## config.mk

```make
export PLATFORM = sky130hd
export DESIGN_NAME = button_conditioner
export DESIGN_NICKNAME = d
export VERILOG_FILES = /design/src/rtl/button_conditioner.sv
export SDC_FILE = /design/constraint.sdc
export NUM_CORES = 1
export LEC_CHECK = 0
export ABC_CLOCK_PERIOD_IN_PS = 2300
export CAP_MARGIN = 15
export CORE_AREA = 5 5 42 44
export CTS_BUF_LIST = sky130_fd_sc_hd__clkbuf_8 sky130_fd_sc_hd__clkbuf_16
export DETAILED_ROUTE_END_ITERATION = 16
export DIE_AREA = 0 0 47 49
export PLACE_DENSITY = 0.68
export SLEW_MARGIN = 10
export SYNTH_ARGS = -nofsm -noshare
export SYNTH_HDL_FRONTEND = slang
export SYNTH_SLANG_ARGS = --single-unit
```

## constraint.sdc

```tcl
create_clock -name Clk -period 2.3 [get_ports Clk]
set_input_delay 0.46 -clock Clk [delete_from_list [all_inputs] [get_ports Clk]]
set_output_delay 0.46 -clock Clk [all_outputs]
set_load 0.02 [all_outputs]
```

## src/rtl/button_conditioner.sv

```systemverilog
// button_conditioner: N independent channels that synchronise raw active-low
// buttons, debounce them and emit a clean level plus single-cycle press and
// release pulses. Optional auto-repeat re-issues press while a key is held.
// The release pulse port is named rel because release is a reserved word.
module button_conditioner #(
   parameter int N               = 2,
   parameter int SYNC_STAGES     = 2,
   parameter int DEBOUNCE_CYCLES = 4,
   parameter int REPEAT_EN       = 0,
   parameter int REPEAT_DELAY    = 8,
   parameter int REPEAT_PERIOD   = 3
) (
   input  logic         Clk,
   input  logic         Reset,
   input  logic [N-1:0] btn_n,
   output logic [N-1:0] level,
   output logic [N-1:0] press,
   output logic [N-1:0] rel
);

   localparam int CW   = $clog2(DEBOUNCE_CYCLES + 1);
   localparam int HMAX = (REPEAT_DELAY > REPEAT_PERIOD) ? REPEAT_DELAY : REPEAT_PERIOD;
   localparam int HW   = $clog2(HMAX + 1);

   localparam logic [CW-1:0] DB_LAST     = CW'(DEBOUNCE_CYCLES - 1);
   localparam logic [HW-1:0] DELAY_LAST  = HW'(REPEAT_DELAY - 1);
   localparam logic [HW-1:0] PERIOD_LAST = HW'(REPEAT_PERIOD - 1);

   logic [SYNC_STAGES-1:0] sync [N];
   logic [CW-1:0]          cnt  [N];
   logic [HW-1:0]          hold [N];
   logic [N-1:0]           rep;     // first repeat already issued in this hold
   logic [N-1:0]           s;       // synchronised button, 1 = pressed
   logic [N-1:0]           accept;  // level toggles at the coming edge

   // Synced button value and the cycle on which a debounced change is taken
   always_comb begin
      s      = '0;
      accept = '0;
      for (int unsigned i = 0; i < N; i++) begin
         s[i]      = sync[i][SYNC_STAGES-1];
         accept[i] = (s[i] != level[i]) && (cnt[i] == DB_LAST);
      end
   end

   // Inverting synchroniser chain per channel
   always_ff @(posedge Clk or negedge Reset) begin
      if (!Reset) begin
         for (int unsigned i = 0; i < N; i++) sync[i] <= '0;
      end else begin
         for (int unsigned i = 0; i < N; i++)
            sync[i] <= {sync[i][SYNC_STAGES-2:0], ~btn_n[i]};
      end
   end

   // Debounce counter, accepted level and release pulse
   always_ff @(posedge Clk or negedge Reset) begin
      if (!Reset) begin
         for (int unsigned i = 0; i < N; i++) cnt[i] <= '0;
         level <= '0;
         rel   <= '0;
      end else begin
         for (int unsigned i = 0; i < N; i++) begin
            if (s[i] != level[i]) begin
               if (accept[i]) begin
                  level[i] <= s[i];
                  cnt[i]   <= '0;
               end else begin
                  cnt[i] <= cnt[i] + CW'(1);
               end
            end else begin
               cnt[i] <= '0;
            end
            rel[i] <= accept[i] & level[i];
         end
      end
   end

   // Press pulse on acceptance, plus auto-repeat while the level stays high.
   // A falling level on the repeat cycle wins, so only release is emitted.
   always_ff @(posedge Clk or negedge Reset) begin
      if (!Reset) begin
         for (int unsigned i = 0; i < N; i++) hold[i] <= '0;
         rep   <= '0;
         press <= '0;
      end else begin
         for (int unsigned i = 0; i < N; i++) begin
            if (accept[i] && !level[i]) begin
               press[i] <= 1'b1;
               hold[i]  <= '0;
               rep[i]   <= 1'b0;
            end else if ((REPEAT_EN != 0) && level[i] && !accept[i]) begin
               if (hold[i] == (rep[i] ? PERIOD_LAST : DELAY_LAST)) begin
                  press[i] <= 1'b1;
                  hold[i]  <= '0;
                  rep[i]   <= 1'b1;
               end else begin
                  press[i] <= 1'b0;
                  hold[i]  <= hold[i] + HW'(1);
               end
            end else begin
               press[i] <= 1'b0;
               hold[i]  <= '0;
               rep[i]   <= 1'b0;
            end
         end
      end
   end

endmodule

```

**After elaboration in Yosys (flattened, before gate mapping)**

Index checks and enable logic that the tools add are counted.

- Add/sub/neg operators: 2
- Muxes and demuxes: 6
- Bitwise operators: 4
- Equal/unequal tests: 4
- Reductions and logical operators: 8

Operators with widths:

| operator | count |
|---|---|
| two-way mux 3 bit | 4 |
| adder 3 x 1 -> 3 bit (second input constant) | 2 |
| equality test 3 x 2 -> 1 bit (second input constant) | 2 |
| logical AND 1 bit | 4 |
| AND reduction 2 bit | 2 |
| bitwise AND 1 bit | 2 |
| logical NOT 1 bit | 2 |
| two-way mux 1 bit | 2 |
| != test 1 bit | 2 |
| inverter 1 bit | 2 |

- Output and inout port bits: 6
- Input bits: 4
- Flip-flop bits (word level): 16
- Logic and storage cells: 32

**Logic depth before layout (Yosys ltp)**

Gate-level depths: netlist of the first run.

- Word-level depth: 4
- Gate-level depth with buffers: 3
- Depth with buffers taken out: 3

**Worst setup path before layout of the first run**

Ideal clock, no wire load.

- Path type: register to register
- Start: register cnt[3] (netlist name)
- End: register level[0]
- Path buffers: 0
- Arrival: 0.991 ns
- Required time: 2.175 ns
- Period minus slack after synthesis: 1.116 ns
- Stages on the path, launching flop included: 4
- Library setup time: 0.125 ns
- Setup slack: 1.184 ns
- Path through: dfrtp_1 ha_1 nand2b_4 mux2_2

- Cells in the longest elaborated chain, start to end: 3

Ends and longest elaborated chain:

| element | RTL line | text |
|---|---|---|
| start: declaration | 30 | `logic [CW-1:0] cnt [N];` |
| start signal: indexed assignment | 69 | `cnt[i] <= cnt[i] + CW'(1);` |
| equality test 3 x 2 -> 1 bit | 42 | `accept[i] = (s[i] != level[i]) && (cnt[i] == DB_LAST);` |
| logical AND 1 bit | 42 |  |
| AND reduction 2 bit (no line) | -- |  |
| end signal: indexed assignment | 66 | `level[i] <= s[i];` |
| end: declaration | 16 | `output logic [N-1:0] level,` |

No other way between the ends.
A chain may end at the register's enable or synchronous reset.

**Final worst setup path of the first run**

- Start: register level[0]
- End: output level[0]

No word-level cell between the ends.

==> results of run 1 <==
==> flip-flops by register name (all words and copies together) (netlist names) <==
register and flops:
sync 2, level 2, cnt 6, s 2, press 2, rel 2
==> layer usage <==
layer,vias up,global-route usage [%]
met3,2,2.214
met4,0,5.530
met1,157,9.929
met2,8,12.44
li1,145,-
met5,-,0
==> metrics by stage <==
step	power (mW)	setup slack (ns)	area, µm²	hold WS [ns]
2_1_floorplan	0.5050	1.184	578.1	0.1644
3_3_place_gp	0.5686	0.8405	688.2	0.3370
3_5_place_dp	0.5893	0.8129	688.2	0.3465
4_1_cts	0.8278	0.5441	743.2	0.3589
5_1_grt	0.8714	0.5111	743.2	0.3725
6_report	0.8151	0.5597	743.2	0.3584
==> synth_stat cells <==
cell                       instances
sky130_fd_sc_hd__dfrtp_1          16
sky130_fd_sc_hd__ha_1              2
sky130_fd_sc_hd__nand2b_4          2
sky130_fd_sc_hd__mux2_2            2
sky130_fd_sc_hd__and3b_1           2
sky130_fd_sc_hd__nor3b_1           8
sky130_fd_sc_hd__inv_1             2
sky130_fd_sc_hd__xnor2_1           2
==> cell families (layout without fill, tap and decap cells) <==
kind of cell | after synthesis | in the layout | synth area share (%)
flops | 16 | 16 | 69.26
simple gates | 12 | 12 | 18.18
fa+ha+maj | 2 | 2 | 4.328
xor+xnor | 2 | 2 | 3.031
mux | 2 | 2 | 3.896
buf+inv | 2 | 15 | 1.299
==> layout by cell type, fill, tap and decap left out <==
master	instances
sky130_fd_sc_hd__ha_1	2
sky130_fd_sc_hd__nand2b_4	2
sky130_fd_sc_hd__inv_1	2
sky130_fd_sc_hd__clkbuf_8	4
sky130_fd_sc_hd__clkdlybuf4s50_1	9
sky130_fd_sc_hd__xnor2_1	2
sky130_fd_sc_hd__dfrtp_1	16
sky130_fd_sc_hd__and3b_1	2
sky130_fd_sc_hd__nor3b_1	8
sky130_fd_sc_hd__mux2_2	2
==> where the power goes <==
part / internal, mW / total [mW] / switching (mW)
Sequential: 0.335 / 0.374 / 0.0384
Combinational: 0.112 / 0.204 / 0.0916
Clock: 0.151 / 0.238 / 0.0861
Total: 0.599 / 0.815 / 0.216
==> cell type report <==
class,count,area share (%)
clock buffer,4,7.407
inverter,2,1.010
multi-input combinational,18,22.90
sequential,16,53.87
tap,16,2.694
timing repair buffer,9,12.12
==> path summary, 6_finish.rpt <==
check / startpoint / end / slack, ns / cells past startpoint
min reg2reg: sync[0] / s[1] / 0.36 / 0
min: sync[0] / s[1] / 0.36 / 0
max: level[0] / level[0] / 0.56 / 1
max reg2reg: cnt[3] / level[0] / 1.11 / 3
max in group asynchronous: Reset / cnt[0] / 1.25 / 1
min in group asynchronous: Reset / s[0] / 0.62 / 1
==> impl_summary.md, run 1 <==
Job
The max-capacitance violation count is 0.

Routing
For this block, the initial DRC count from the detailed router was 2. In this run the remaining antenna-violating nets after routing total 0. The routed design has 742 µm of wire. The detailed router put a total of 281 µm of wire on met1. In the final routed layout, each cell accounts on average for 11.42 µm. In this run the top signal layer used is met4. The final route contains 312 vias. Summed over all nets, wire length on met3 after detailed routing comes to 48 µm. The routed length on met2 is 393 µm. The number of remaining DRC errors is 0. Using the TritonRoute via totals, the vias-per-cell ratio works out to 4.800. The length of the first detailed-routing pass in iterations is 2.

Clock network
The longest clock path from root to sink contains 2 buffers. For this design, the sink count on the clock tree is 16. The tree is rooted in a sky130_fd_sc_hd__clkbuf_8. After clock tree synthesis, the flow added hold-fix buffers numbering 0. In this run the post-CTS setup repair buffer count came out at 0.

In this run, CTS created clock tree buffers numbering 3. The clock latency on the worst-skew pair is 0.24 ns. In this run, post-CTS repair resized a total of 0 instances. After clock tree synthesis, the clock-pin slew on the worst setup and hold paths is 0.06 ns. The CTS tree is built. The maximum level of the CTS H-tree is 1.

Synthesis
Synthesis inferred 16 register bits. The share of synthesized area in the top cell type comes to 69.26%. For this run, the number of Yosys warnings is 0.

The share of the Yosys chip area taken by registers is 69.26%. The instance count of the mapped netlist is 36. After synthesis, the cell types taking the most area are sky130_fd_sc_hd__dfrtp_1 (69%), sky130_fd_sc_hd__nor3b_1 (10%), sky130_fd_sc_hd__nand2b_4 (4.8%).

The netlist uses 8 different library cells. The average size of a mapped cell is 16.06 µm². The cell area that synthesis handed to floorplanning was 578.1 µm².

The number of nets in the synthesized netlist is 42. The cell type with the largest total area after synthesis is sky130_fd_sc_hd__dfrtp_1.

STA
Setup repair after global routing left no endpoint under its margin. The minimum period implied by the final worst setup slack is 1.740 ns. The upper clock frequency limit is 574.6 MHz.

Between clock sinks in the finished design, the worst skew comes to 0.003622 ns. In this run the tightest slew margin relative to its limit is 55.34%. The period utilization is 75.67%.

The setup TNS after final layout is 0 ns. The hold violation total from the final report came to 0. Setup violations remaining at the end of the flow were counted as 0. The max-slew violation count came to 0. The actual slew at the worst max-slew pin is 0.6678 ns.

Critical path
Walking the worst path, the cells encountered are clkdlybuf4s50_1. The number of buffers and inverters on the critical path is 1. STA puts the critical path data arrival time at 1.28 ns.

The critical path's largest stage delay is 0.63 ns. For the worst setup path, the data required time is 1.84 ns. The largest fanout on the critical path is 5.

The critical path is of the flip-flop to primary output type. The largest delay contributor family on the critical path is buffers and inverters. The kind of start point of the critical path is a flip-flop. For this design, the slowest cell found on the critical path is sky130_fd_sc_hd__clkdlybuf4s50_1.

The worst setup path is captured at a primary output.

Cells and area
At the end of the flow the core is filled with cells to 53.04%. The antenna diode count is 0. Relative to the synthesized area, the layout overhead comes to 28.57%. The layout has 119 filler cells. The filler-free cell count of the finished design is 65.

The net total in the final layout is 56. The post-route netlist has 16.33% of its cells at a drive strength greater than 1. The area of combinational cells with multiple inputs is 170.2 µm². The footprint of the flip-flops and latches is 400.4 µm².

Global route
The global router's overall resource usage is 8.285%. Summed over all layers, the global routing overflow is 0. Entering global routing, the biggest net connects 17 pins.

The number of global-route vias before repair is 312. The initial antenna violation count came to 0. The first-pass GRT wire length is 1352 µm.

Die
The overall die width is 47 µm. The die covers 2303 µm². The area of the core is 1401 µm². The initialized floorplan defines 14 standard-cell rows. The count of pins on the block boundary is 10. The floorplan step set the die height to 49 µm. The initial standard-cell utilization of the core is 41.25%.

Placement
The count of buffers added on input and output ports is 9. The half-perimeter wire length after placement is 597.2 µm. The routability-driven placement congestion ratio is 0.5997. In this run, placement finished with an instance count of 61.

Hold path
The tightest min-delay check is of the flip-flop to flip-flop type.

Power
In this run the power density over the cells is 1097 nW/µm². The largest voltage drop on the vdd net is 0.5288 mV. For this design the static power due to leakage is 0.3378 nW.

Outcome
The run finished with clean final reports.
(Power assumes the default switching activity.)
==> inputs of run 2 (changes only) <==
ABC_CLOCK_PERIOD_IN_PS = 1800   (was 2300)
clock period = 1.8 ns   (was 2.3 ns; I/O delays follow)
==> impl_summary.md, run 2 (synthesized netlist as in run 1, its figures left out) <==
Global route
The total overflow reported by the global router is 0. The first global-routing pass estimated 1359 µm of wire. The number of global-route vias before repair is 315. Entering global routing, the biggest net connects 17 pins. The initial antenna violation count is 0.

The global router's overall resource usage is 8.730%.

Job
The max-capacitance violation count is 0.

Die
The count of pins on the block boundary is 10. The height of the chip is 49 µm. The initial standard-cell utilization of the core is 41.25%. The die is 47 µm wide. The area enclosed by the die boundary is 2303 µm². The area of the core is 1401 µm². In this run the core area contains 14 standard-cell rows.

Cells and area
The finished cells cover 737.0 µm². Leaving out fill and tap cells, the most frequent cells in the layout are sky130_fd_sc_hd__dfrtp_1 (16), sky130_fd_sc_hd__clkdlybuf4s50_1 (9), sky130_fd_sc_hd__nor3b_1 (8), sky130_fd_sc_hd__clkbuf_8 (3). After the last flow step, the layout net total stands at 57. cnt holds more flip-flops than any other register. The number of flip-flops in the largest register is 6. The antenna diode count is 0. In the final layout, the share of cells above drive strength 1 is 16.33%. The post-route core utilization is 52.59%. Leaving out fill and tap cells, the most frequent cell in the layout is sky130_fd_sc_hd__dfrtp_1. The area growth from synthesis to final layout is 27.49%.

Clock network
The CTS tree is built. In this run, CTS created clock tree buffers numbering 3. Post-CTS timing repair inserted 0 buffers for setup. The number of buffers between clock root and the deepest sink is 2.

Buffers inserted to repair hold after CTS numbered 0. The clock latency on the worst-skew pair is 0.25 ns. The number of resized instances in the post-cts repair step is 0. The clock root buffer master is sky130_fd_sc_hd__clkbuf_8. In this run the number of H-tree levels came out at 1.

The number of sinks on the clock net is 16. Clock-pin slew was measured on the worst setup and hold paths at 0.05 ns.

Critical path
The largest fanout on the critical path is 5. The number of buffers and inverters on the critical path is 1. The critical setup path kind is flip-flop to primary output. Setup slack on the worst reg-to-reg path comes out at 0.63 ns. On the worst path, the slowest cell contributes a delay of 0.63 ns. The cell with the largest stage delay on the worst path is sky130_fd_sc_hd__clkdlybuf4s50_1. The arrival time at the worst endpoint is 1.28 ns. Grouping stages by cell kind, the critical path spends the most delay in buffers and inverters. The critical path required time is 1.44 ns. The kind of end point of the critical path is a primary output.

The critical path goes through clkdlybuf4s50_1. The cell count along the critical path is 1. The kind of start point of the critical path is a flip-flop. The length in cells of the worst reg-to-reg path is 3.

Power
The largest voltage drop on the vdd net is 0.5492 mV. Overall power consumption after layout is estimated at 0.9920 mW. The power density of the placed cells is 1346 nW/µm². The leakage component of the power is 0.3354 nW.

Routing
The length of the first detailed-routing pass in iterations is 3. The detail route stage leaves a number of antenna-violating nets equal to 0. Detailed routing inserted a total of 316 vias. The starting DRC count in detailed routing is 2. The detail-routed net length per standard cell is 12.00 µm. In the routed layout, each cell is associated on average with a via count of 4.862. Summed over all layers, the routed wires come to 780 µm.

The number of remaining DRC errors is 0.

STA
The hold violation total from the final report is 0. The worst setup margin is 0.1572 ns. The max-slew violation count is 0. Subtracting the final worst setup slack from the clock period gives 1.643 ns.

The upper clock frequency limit is 608.7 MHz. The period utilization is 91.27%. The actual slew at the worst max-slew pin is 0.2262 ns. Setup violations remaining at the end of the flow were counted as 0. The setup TNS after final layout is 0 ns. The relative slew slack is 84.81%. The final setup skew is 0.002599 ns.

Setup repair after global routing left no endpoint under its margin.

Placement
Routability-driven placement finished with a final weighted congestion of 0.5987. The HPWL after detailed placement is 599.7 µm. After detailed placement, the total cell area comes to 695.7 µm².

The number of input and output port buffers inserted is 9. The setup slack after placement is 0.4111 ns.

Outcome
The flow ran to the end, and the final reports show no timing, DRC or antenna violations.

Hold path
The worst hold path was traced through 0 stages. In this run the worst hold path is classified as flip-flop to flip-flop.
==> run 2: changes by cell type in the layout (fill, tap and decap cells not counted) <==
cell                       delta
sky130_fd_sc_hd__buf_4        +1
sky130_fd_sc_hd__clkbuf_8     -1
==> run 2: path summary, 6_finish.rpt <==
| kind | to | startpoint |
|---|---|---|
| worst max-delay path | level[0] | level[0] |
| worst min-delay path | s[1] | sync[0] |
| worst max register to register | level[1] | cnt[0] |
| worst min register to register | s[1] | sync[0] |
| max in group asynchronous | cnt[1] | Reset |
| min in group asynchronous | s[0] | Reset |
==> run 2: cell type report <==
cell class                      count  area [µm²]
Clock buffer                        3       41.29
Fill cell                         120       664.4
Inverter                            2       7.507
Multi-Input combinational cell     18       170.2
Sequential cell                    16       400.4
Tap cell                           16       20.02
Timing Repair Buffer               10       97.59
==> run 2: through the flow <==
| step | hold WS, ns | std cells |
|---|---|---|
| after floorplan | 0.06441 | 36 |
| after global placement | 0.3368 | 62 |
| after detailed placement | 0.3563 | 62 |
| after CTS | 0.3689 | 65 |
| after global routing | 0.3747 | 65 |
| final | 0.3611 | 65 |
==> run 2: metal layers <==
metal	vias up	track usage [%]	wire [µm]
li1	147	-	-
met1	157	9.739	286
met2	9	12.67	413
met3	3	2.214	43
met4	0	8.295	36
met5	-	0	0
==> run 2: power breakdown <==
part	total (mW)	internal, mW	leakage, nW	switching (mW)
registers	0.477	0.429	0.206	0.0487
logic	0.257	0.144	0.108	0.114
clock network	0.257	0.148	0.0216	0.109
total	0.992	0.721	0.335	0.271
